**src/rtl/div8_seq_if.sv**
```systemverilog
// div8_seq_if: request/result bundle for the iterative divider.
//   master modport: the controller that issues divisions (drives start and
//                   operands, observes status and results).
//   slave modport : the divider itself.
// Signals:
//   start       request pulse, sampled only while the divider is idle
//   signed_op   1 = two's-complement operands, 0 = unsigned
//   dividend    numerator, sampled with start
//   divisor     denominator, sampled with start
//   busy        high from the cycle after acceptance through the done cycle
//   done        one-cycle completion pulse
//   quotient    result quotient, held until the next accepted start
//   remainder   result remainder, held the same way
//   div_by_zero error flag of the last operation
//   overflow    signed overflow flag (most-negative / -1)
interface div8_seq_if #(
  parameter int WIDTH = 8
);
  logic             start;
  logic             signed_op;
  logic [WIDTH-1:0] dividend;
  logic [WIDTH-1:0] divisor;
  logic             busy;
  logic             done;
  logic [WIDTH-1:0] quotient;
  logic [WIDTH-1:0] remainder;
  logic             div_by_zero;
  logic             overflow;

  modport master (
    output start,
    output signed_op,
    output dividend,
    output divisor,
    input  busy,
    input  done,
    input  quotient,
    input  remainder,
    input  div_by_zero,
    input  overflow
  );

  modport slave (
    input  start,
    input  signed_op,
    input  dividend,
    input  divisor,
    output busy,
    output done,
    output quotient,
    output remainder,
    output div_by_zero,
    output overflow
  );
endinterface

```
**src/rtl/div8_seq.sv**
```systemverilog
// div8_seq: iterative restoring divider, one quotient bit per clock.
// Supports unsigned and signed (two's-complement, truncating) division.
// Ports:
//   clk  rising-edge clock
//   rst  asynchronous active-high reset
//   bus  div8_seq_if.slave: start/operands in, busy/done/results out
// Timing (WIDTH=8): start accepted at edge 0, WIDTH CALC iterations at
// edges 1..WIDTH, results loaded at edge WIDTH+1 and done high in the
// following cycle. A zero divisor loads its results at the acceptance edge
// and raises done one cycle later.
module div8_seq #(
  parameter int WIDTH = 8
) (
  input  logic        clk,
  input  logic        rst,
  div8_seq_if.slave   bus
);

  localparam int CW = $clog2(WIDTH + 1);

  localparam logic [1:0] S_IDLE = 2'd0;
  localparam logic [1:0] S_CALC = 2'd1;
  localparam logic [1:0] S_FIX  = 2'd2;
  localparam logic [1:0] S_DONE = 2'd3;

  localparam logic [WIDTH-1:0] MIN_NEG  = {1'b1, {(WIDTH-1){1'b0}}};
  localparam logic [WIDTH-1:0] ALL_ONES = {WIDTH{1'b1}};
  localparam logic [CW-1:0]    LAST_IT  = CW'(WIDTH - 1);

  // Control state
  logic [1:0]       state_q,    state_d;
  logic [CW-1:0]    cnt_q,      cnt_d;
  // Datapath: partial remainder (one guard bit), quotient/dividend shifter,
  // divisor magnitude
  logic [WIDTH:0]   r_q,        r_d;
  logic [WIDTH-1:0] qs_q,       qs_d;
  logic [WIDTH-1:0] dv_q,       dv_d;
  // Sign and special-case bookkeeping for the operation in flight
  logic             q_neg_q,    q_neg_d;
  logic             r_neg_q,    r_neg_d;
  logic             ovf_pend_q, ovf_pend_d;
  logic             zero_q,     zero_d;
  // Architectural result registers
  logic [WIDTH-1:0] quo_q,      quo_d;
  logic [WIDTH-1:0] rem_q,      rem_d;
  logic             dz_q,       dz_d;
  logic             ovf_q,      ovf_d;

  // Operand signs and magnitudes. Negating the most-negative value yields
  // the same bit pattern, which read as unsigned is the correct magnitude.
  logic             a_neg;
  logic             b_neg;
  logic [WIDTH-1:0] a_mag;
  logic [WIDTH-1:0] b_mag;

  assign a_neg = bus.signed_op & bus.dividend[WIDTH-1];
  assign b_neg = bus.signed_op & bus.divisor[WIDTH-1];
  assign a_mag = a_neg ? (~bus.dividend + 1'b1) : bus.dividend;
  assign b_mag = b_neg ? (~bus.divisor  + 1'b1) : bus.divisor;

  // One restoring step: bring in the next dividend bit, try subtracting.
  logic [WIDTH:0] r_shift;
  logic [WIDTH:0] trial;

  assign r_shift = {r_q[WIDTH-1:0], qs_q[WIDTH-1]};
  assign trial   = r_shift - {1'b0, dv_q};

  always_comb begin
    state_d    = state_q;
    cnt_d      = cnt_q;
    r_d        = r_q;
    qs_d       = qs_q;
    dv_d       = dv_q;
    q_neg_d    = q_neg_q;
    r_neg_d    = r_neg_q;
    ovf_pend_d = ovf_pend_q;
    zero_d     = zero_q;
    quo_d      = quo_q;
    rem_d      = rem_q;
    dz_d       = dz_q;
    ovf_d      = ovf_q;

    case (state_q)
      S_IDLE: begin
        if (bus.start) begin
          if (bus.divisor == '0) begin
            // Results are fixed immediately; the pass through FIX only
            // supplies the extra cycle before done and leaves them alone.
            quo_d   = ALL_ONES;
            rem_d   = bus.dividend;
            dz_d    = 1'b1;
            ovf_d   = 1'b0;
            zero_d  = 1'b1;
            state_d = S_FIX;
          end else begin
            r_d        = '0;
            qs_d       = a_mag;
            dv_d       = b_mag;
            q_neg_d    = a_neg ^ b_neg;
            r_neg_d    = a_neg;
            ovf_pend_d = bus.signed_op && (bus.dividend == MIN_NEG) &&
                         (bus.divisor == ALL_ONES);
            zero_d     = 1'b0;
            cnt_d      = '0;
            state_d    = S_CALC;
          end
        end
      end

      S_CALC: begin
        if (!trial[WIDTH]) begin
          r_d  = trial;
          qs_d = {qs_q[WIDTH-2:0], 1'b1};
        end else begin
          r_d  = r_shift;
          qs_d = {qs_q[WIDTH-2:0], 1'b0};
        end
        cnt_d = cnt_q + 1'b1;
        if (cnt_q == LAST_IT) begin
          state_d = S_FIX;
        end
      end

      S_FIX: begin
        if (!zero_q) begin
          quo_d = q_neg_q ? (~qs_q + 1'b1) : qs_q;
          rem_d = r_neg_q ? (~r_q[WIDTH-1:0] + 1'b1) : r_q[WIDTH-1:0];
          // Overflow needs no datapath fix-up: 128/1 with q_neg=0 already
          // wraps to the most-negative pattern with a zero remainder.
          ovf_d = ovf_pend_q;
          dz_d  = 1'b0;
        end
        state_d = S_DONE;
      end

      default: begin
        state_d = S_IDLE;
      end
    endcase
  end

  always_ff @(posedge clk or posedge rst) begin
    if (rst) begin
      state_q    <= S_IDLE;
      cnt_q      <= '0;
      r_q        <= '0;
      qs_q       <= '0;
      dv_q       <= '0;
      q_neg_q    <= 1'b0;
      r_neg_q    <= 1'b0;
      ovf_pend_q <= 1'b0;
      zero_q     <= 1'b0;
      quo_q      <= '0;
      rem_q      <= '0;
      dz_q       <= 1'b0;
      ovf_q      <= 1'b0;
    end else begin
      state_q    <= state_d;
      cnt_q      <= cnt_d;
      r_q        <= r_d;
      qs_q       <= qs_d;
      dv_q       <= dv_d;
      q_neg_q    <= q_neg_d;
      r_neg_q    <= r_neg_d;
      ovf_pend_q <= ovf_pend_d;
      zero_q     <= zero_d;
      quo_q      <= quo_d;
      rem_q      <= rem_d;
      dz_q       <= dz_d;
      ovf_q      <= ovf_d;
    end
  end

  // Status is a pure decode of the state register, so reset clears it
  // at once and done can never last more than the single DONE cycle.
  assign bus.busy        = (state_q != S_IDLE);
  assign bus.done        = (state_q == S_DONE);
  assign bus.quotient    = quo_q;
  assign bus.remainder   = rem_q;
  assign bus.div_by_zero = dz_q;
  assign bus.overflow    = ovf_q;

endmodule
```
**src/flat_wrapper.sv**
```systemverilog
// flat-port wrapper written by rule: the top's interface ports become plain ports
module div8_seq_flat 
#(
  parameter int WIDTH = 8
)
  (clk, rst, bus_start, bus_signed_op, bus_dividend, bus_divisor, bus_busy, bus_done, bus_quotient, bus_remainder, bus_div_by_zero, bus_overflow);
  div8_seq_if #(.WIDTH(WIDTH)) bus_i ();
  input  logic clk;
  input  logic rst;
  input wire logic [$bits(bus_i.start)-1:0] bus_start;
  input wire logic [$bits(bus_i.signed_op)-1:0] bus_signed_op;
  input wire logic [$bits(bus_i.dividend)-1:0] bus_dividend;
  input wire logic [$bits(bus_i.divisor)-1:0] bus_divisor;
  output wire logic [$bits(bus_i.busy)-1:0] bus_busy;
  output wire logic [$bits(bus_i.done)-1:0] bus_done;
  output wire logic [$bits(bus_i.quotient)-1:0] bus_quotient;
  output wire logic [$bits(bus_i.remainder)-1:0] bus_remainder;
  output wire logic [$bits(bus_i.div_by_zero)-1:0] bus_div_by_zero;
  output wire logic [$bits(bus_i.overflow)-1:0] bus_overflow;
  assign bus_i.start = bus_start;
  assign bus_i.signed_op = bus_signed_op;
  assign bus_i.dividend = bus_dividend;
  assign bus_i.divisor = bus_divisor;
  assign bus_busy = bus_i.busy;
  assign bus_done = bus_i.done;
  assign bus_quotient = bus_i.quotient;
  assign bus_remainder = bus_i.remainder;
  assign bus_div_by_zero = bus_i.div_by_zero;
  assign bus_overflow = bus_i.overflow;
  div8_seq #(.WIDTH(WIDTH)) u_core (.clk(clk), .rst(rst), .bus(bus_i));
endmodule
```
**config.mk**
```make
export PLATFORM = sky130hd
export DESIGN_NAME = div8_seq_flat
export DESIGN_NICKNAME = d
export VERILOG_FILES = /design/src/rtl/div8_seq_if.sv /design/src/rtl/div8_seq.sv /design/src/flat_wrapper.sv
export SDC_FILE = /design/constraint.sdc
export NUM_CORES = 1
export LEC_CHECK = 0
export CAP_MARGIN = 30
export CORE_UTILIZATION = 35
export CTS_CLUSTER_SIZE = 20
export DETAILED_ROUTE_END_ITERATION = 12
export RECOVER_POWER = 25
export SLEW_MARGIN = 20
export SYNTH_ARGS = -nofsm -noshare
export SYNTH_HDL_FRONTEND = slang
export SYNTH_SLANG_ARGS = --single-unit
```
**constraint.sdc**
```tcl
create_clock -name clk -period 2.8 [get_ports clk]
set_input_delay 0.28 -clock clk [delete_from_list [all_inputs] [get_ports clk]]
set_output_delay 0.28 -clock clk [all_outputs]
set_load 0.005 [all_outputs]
```
# Yosys cells after proc, flatten, opt, wreduce, memory -nomap -nowiden
# Index checks and enable logic that the tools add are counted.
# totals
reg_bits	52
inputBits	20
out_inout_bits	20
# op_classes
add_sub_neg	6
n_eq_ne	11
muxes	36
bitwise	8
n_reduce_logical	12
# ops
op	n
$mux W8	15
$pmux W8 S2	4
$add A8 B1 Y8 const B	4
$not A8 Y8	4
$eq A8 B8 Y1 const B	2
$sub A9 B8 Y9	1
$logic_not A8 Y1	1
$mux W1	8
$mux W4	2
$pmux W4 S2	1
$mux W2	3
$ne A2 B2 Y1 const B	3
$pmux W2 S3	1
$reduce_and A3 Y1	2
$reduce_bool A2 Y1	3
$add A4 B1 Y4 const B	1
$eq A2 B2 Y1 const B	2
$eq A4 B3 Y1 const B	1
$ne A2 B1 Y1 const B	2
$pmux W1 S2	2
$reduce_and A2 Y1	2
$reduce_and A4 Y1	1
$and A1 B1 Y1	2
$eq A2 B1 Y1 const B	1
other kinds (4)	5

# Depth between registers and ports, before layout
# depth
ltp_word	6
depth_mapped	10
ltp_nobuf	9

# Worst setup path after synthesis
# OpenSTA, ideal clock, no wires.
# synth_path
kind	flip-flop to flip-flop
start	register u_core.qs_q[7]
end	register u_core.r_q[0]
setup_ns	0.080
arrival_time_ns	2.234
path_slack_ns	0.487
path_stages_with_launch	11
path_buffers	1
synth_period_minus_slack_ns	2.313
cell_sequence	dfrtp_1 -> inv_1 -> ha_1 -> fa_1 -> nor2b_4 -> o31a_1 -> o311a_1 -> a211oi_2 -> buf_6 -> mux2_4 -> o22ai_2
# synth_via
elab_chain_len	3
# synth_lines
item	line	text
start: declaration	div8_seq.sv:36	logic [WIDTH-1:0] qs_q, qs_d;
start signal: assignment	div8_seq.sv:161	qs_q <= qs_d;
$sub A9 B8 Y9	div8_seq.sv:66	assign trial = r_shift - {1'b0, dv_q};
$mux W8 *	div8_seq.sv:111	if (!trial[WIDTH]) begin
$pmux W8 S2 *	div8_seq.sv:83	case (state_q)
end signal: assignment	div8_seq.sv:160	r_q <= r_d;
end: declaration	div8_seq.sv:35	logic [WIDTH:0] r_q, r_d;
# Every way passes the cells marked *; elsewhere a longest branch is shown, timed or not.
# A chain may end at the register's enable or synchronous reset.

# Worst setup path after layout
# layout_path
start	register u_core.qs_q[7]
end	register u_core.r_q[1]
# layout_via
elab_chain_len	3
# layout_lines
item	line
$sub A9 B8 Y9	div8_seq.sv:66
$mux W8	div8_seq.sv:111
$pmux W8 S2	div8_seq.sv:83
# No other way between the ends.

==> impl_metrics.toml <==
[run_status]
status = "finished, final reports clean"

[clock_tree]
cts.sinks = 52
cts_setup_buffers = 0
clock_latency_ns = 0.31
cts_buffers = 5
cts_resized = 0
htree_levels = 2
clkTransAtPathRegs_ns = 0.10
cts_buffer_depth = 2
cts_tree = "yes"
hold_buffers = 0
cts-root-buf = "clkbuf_8"

[die]
dieArea_um2 = 9870
initial_core_util = 0.361
core.rowCount = 35
die_w_um = 99.4
die_y_um = 99.4
core_um2 = 9200
io_pins = 40

[worst_setup_path]
cp_max_fo = 11
crit_type = "register to register"
r2r_slack_ns = 0.27
critPathTopFamily = "compound AO/OA/AOI/OAI gates"
cp-start-kind = "register"
slowest_delay_ns = 0.42
cp_data_required_time_ns = 3.03
cp.depth = 10
startpoint = "u_core.qs_q[7]"
path_buf_inv = 2
r2r-end = "u_core.r_q[1]"
cp_cell_sequence = "inv_1, ha_1, fa_1, nor2b_4, o31a_1, o311a_1, a211oi_2, buf_12, mux2_2, o22ai_1"
r2r_cells = 10
critPathCaptureType = "register"
crit_arrival_ns = 2.76
slowest_stage = "dfrtp_1"
critPathCapture = "u_core.r_q[1]"
regToRegStartpoint = "u_core.qs_q[7]"

[timing]
fin_worst_skew_ns = 0.00886
final-hold-violation-count = 0
fin_ws_ns = 0.275
rsz0062_at_grt = "false"
setup-tns-final_ns = 0
setup_viol = 0
clock.fmax_mhz = 396
finalMaxSlewViolations = 0
relSlewSlack = 0.413
period_needed_ns = 2.53
max_slew.worst_pin.slew_ns = 0.880
min_period_over_period = 0.902

[synth]
synth.area.top_cells = "dfrtp_1, ha_1, nand2_1, o21ai_0, a21oi_1"
yosys_warnings = 0
synth.largest_area_cell = "dfrtp_1"
ys.flop_type = "dfrtp_1"
ys_ff_latch = 52
yosysMostFrequentCell = "dfrtp_1"
synth_top_cell_area_share = 0.392
yosysSeqAreaShare = 0.392
synthArstFlopShare = 1.00
synth_edf_count = 0
syn_inst = 368
syn_avg_cell_area_um2 = 9.01
syn_area_um2 = 3320
ys_types = 55
synthTopCellsByCount = "dfrtp_1, nand2_1, o21ai_0, a21oi_1, nor2_1"
synth_nets = 408

[grt]
grt_pass1_wl_um = 13600
grt.total_usage = 0.174
grt_pass1_vias = 2783
grt_max_degree = 24
antenna_found_initial = 0
grt_overflow = 0

[detailed_routing]
detail-route-antenna-nets = 0
drtIter0Drc = 99
vias_per_cell = 5.27
drc = 0
drt_pre_antenna_iters = 6
wl_per_cell_um = 14.7
wirelength_um = 7680
vias = 2764

[place]
pre_cts_slack_ns = 0.162
numPortBuffers = 39
gp_congestion = 0.783
hpwl_um = 6120

[pwr]
cellLeakagePower_nw = 1.78
vdd_drop_max_uv = 385
power_density_nw_per_um2 = 1160

[hold_path]
hp-class = "register to register"

[run]
max_cap_violations = 0

[final_layout]
antenna_cells = 0
drive_above_1_share = 0.0847
fin_nets = 452
area_growth_pct = 19.9
## how the worst min path moves through the flow
stage                                start                endpoint  slack, ns  depth (start not counted)
finish              u_core.bus.quotient[1]  u_core.bus.quotient[1]       0.48                          1
detailed placement  u_core.bus.quotient[5]  u_core.bus.quotient[5]       0.46                          1
global route        u_core.bus.quotient[5]  u_core.bus.quotient[5]       0.51                          1
CTS                                    rst       u_core.state_q[1]       0.33                          2
floorplan                   bus_divisor[7]          u_core.dv_q[7]       0.40                          2
global placement    u_core.bus.quotient[2]  u_core.bus.quotient[2]       0.46                          1
## cell usage in the layout (no fill, tap or decap), drive strengths merged, types with 2 or more instances in the layout
cell type and n:
a21boi 2, a2bb2oi 2, mux2i 8, nand4 2
nand2 46, ha 19, buf 10, o21ai 36
xnor2 16, clkdlybuf4s50 38, nand3 9, a221oi 2
nand2b 2, mux2 2, dfrtp 52, and3 2
xor2 11, a21o 12, nor4 3, clkbuf 7
a22oi 4, nor3 7, or3 2, a21oi 29
inv 24, o31ai 7, nor2 26, nor3b 3
nand3b 2, nor2b 3, o22ai 9
## routing by layer
layer | track usage | up-vias | share of wire
li1 | - | 1388 | -
met1 | 0.225 | 1326 | 0.46
met2 | 0.299 | 39 | 0.50
met3 | 0.0309 | 11 | 0.027
met4 | 0.0464 | 0 | 0.014
met5 | 0 | - | 0
## layout make-up
type | count | area (um^2)
clock buffer | 5 | 68.8
clock inverter | 3 | 42.5
fill | 944 | 5220
inverter | 24 | 90.1
multi-input combinational | 278 | 1850
sequential | 52 | 1300
tap | 111 | 139
timing repair buffer | 51 | 485
## state kept, by name, indices dropped and copies added, names as in the netlist, 2 cells and up
signal                cells
u_core.r_q                8
u_core.state_q            2
u_core.bus.quotient       8
u_core.cnt_q              4
u_core.dv_q               8
u_core.qs_q               8
u_core.bus.remainder      8
## stage by stage
step | instance area (um^2) | instances | hold slack (ns) | total power (W) | util
2_1_floorplan | 3320 | 368 | 0.397 | 0.00330 | -
3_3_place_gp | 3870 | 516 | 0.461 | 0.00407 | 0.421
3_5_place_dp | 3870 | 516 | 0.465 | 0.00413 | 0.421
4_1_cts | 3990 | 524 | 0.334 | 0.00465 | 0.433
5_1_grt | 3980 | 524 | 0.511 | 0.00507 | 0.433
6_report | 3980 | 524 | 0.483 | 0.00461 | 0.433
## power by group
part           total [W]  internal [W]  switching, W  leakage (nW)
Clock           0.000519      0.000265      0.000255        0.0541
Combinational    0.00275       0.00132       0.00142          1.08
Sequential       0.00135       0.00106      0.000294         0.649
## cells by family after synthesis
group,Yosys count,share of synthesized area
AO/OA/AOI/OAI,113,0.221
AND/OR/NAND/NOR,108,0.156
flip-flops,52,0.392
buffers and inverters,38,0.0498
XOR/XNOR,27,0.0713
adder cells (fa/ha/maj),20,0.0777
multiplexers,10,0.0321
Note: power is estimated with default switching activity, not from simulation.
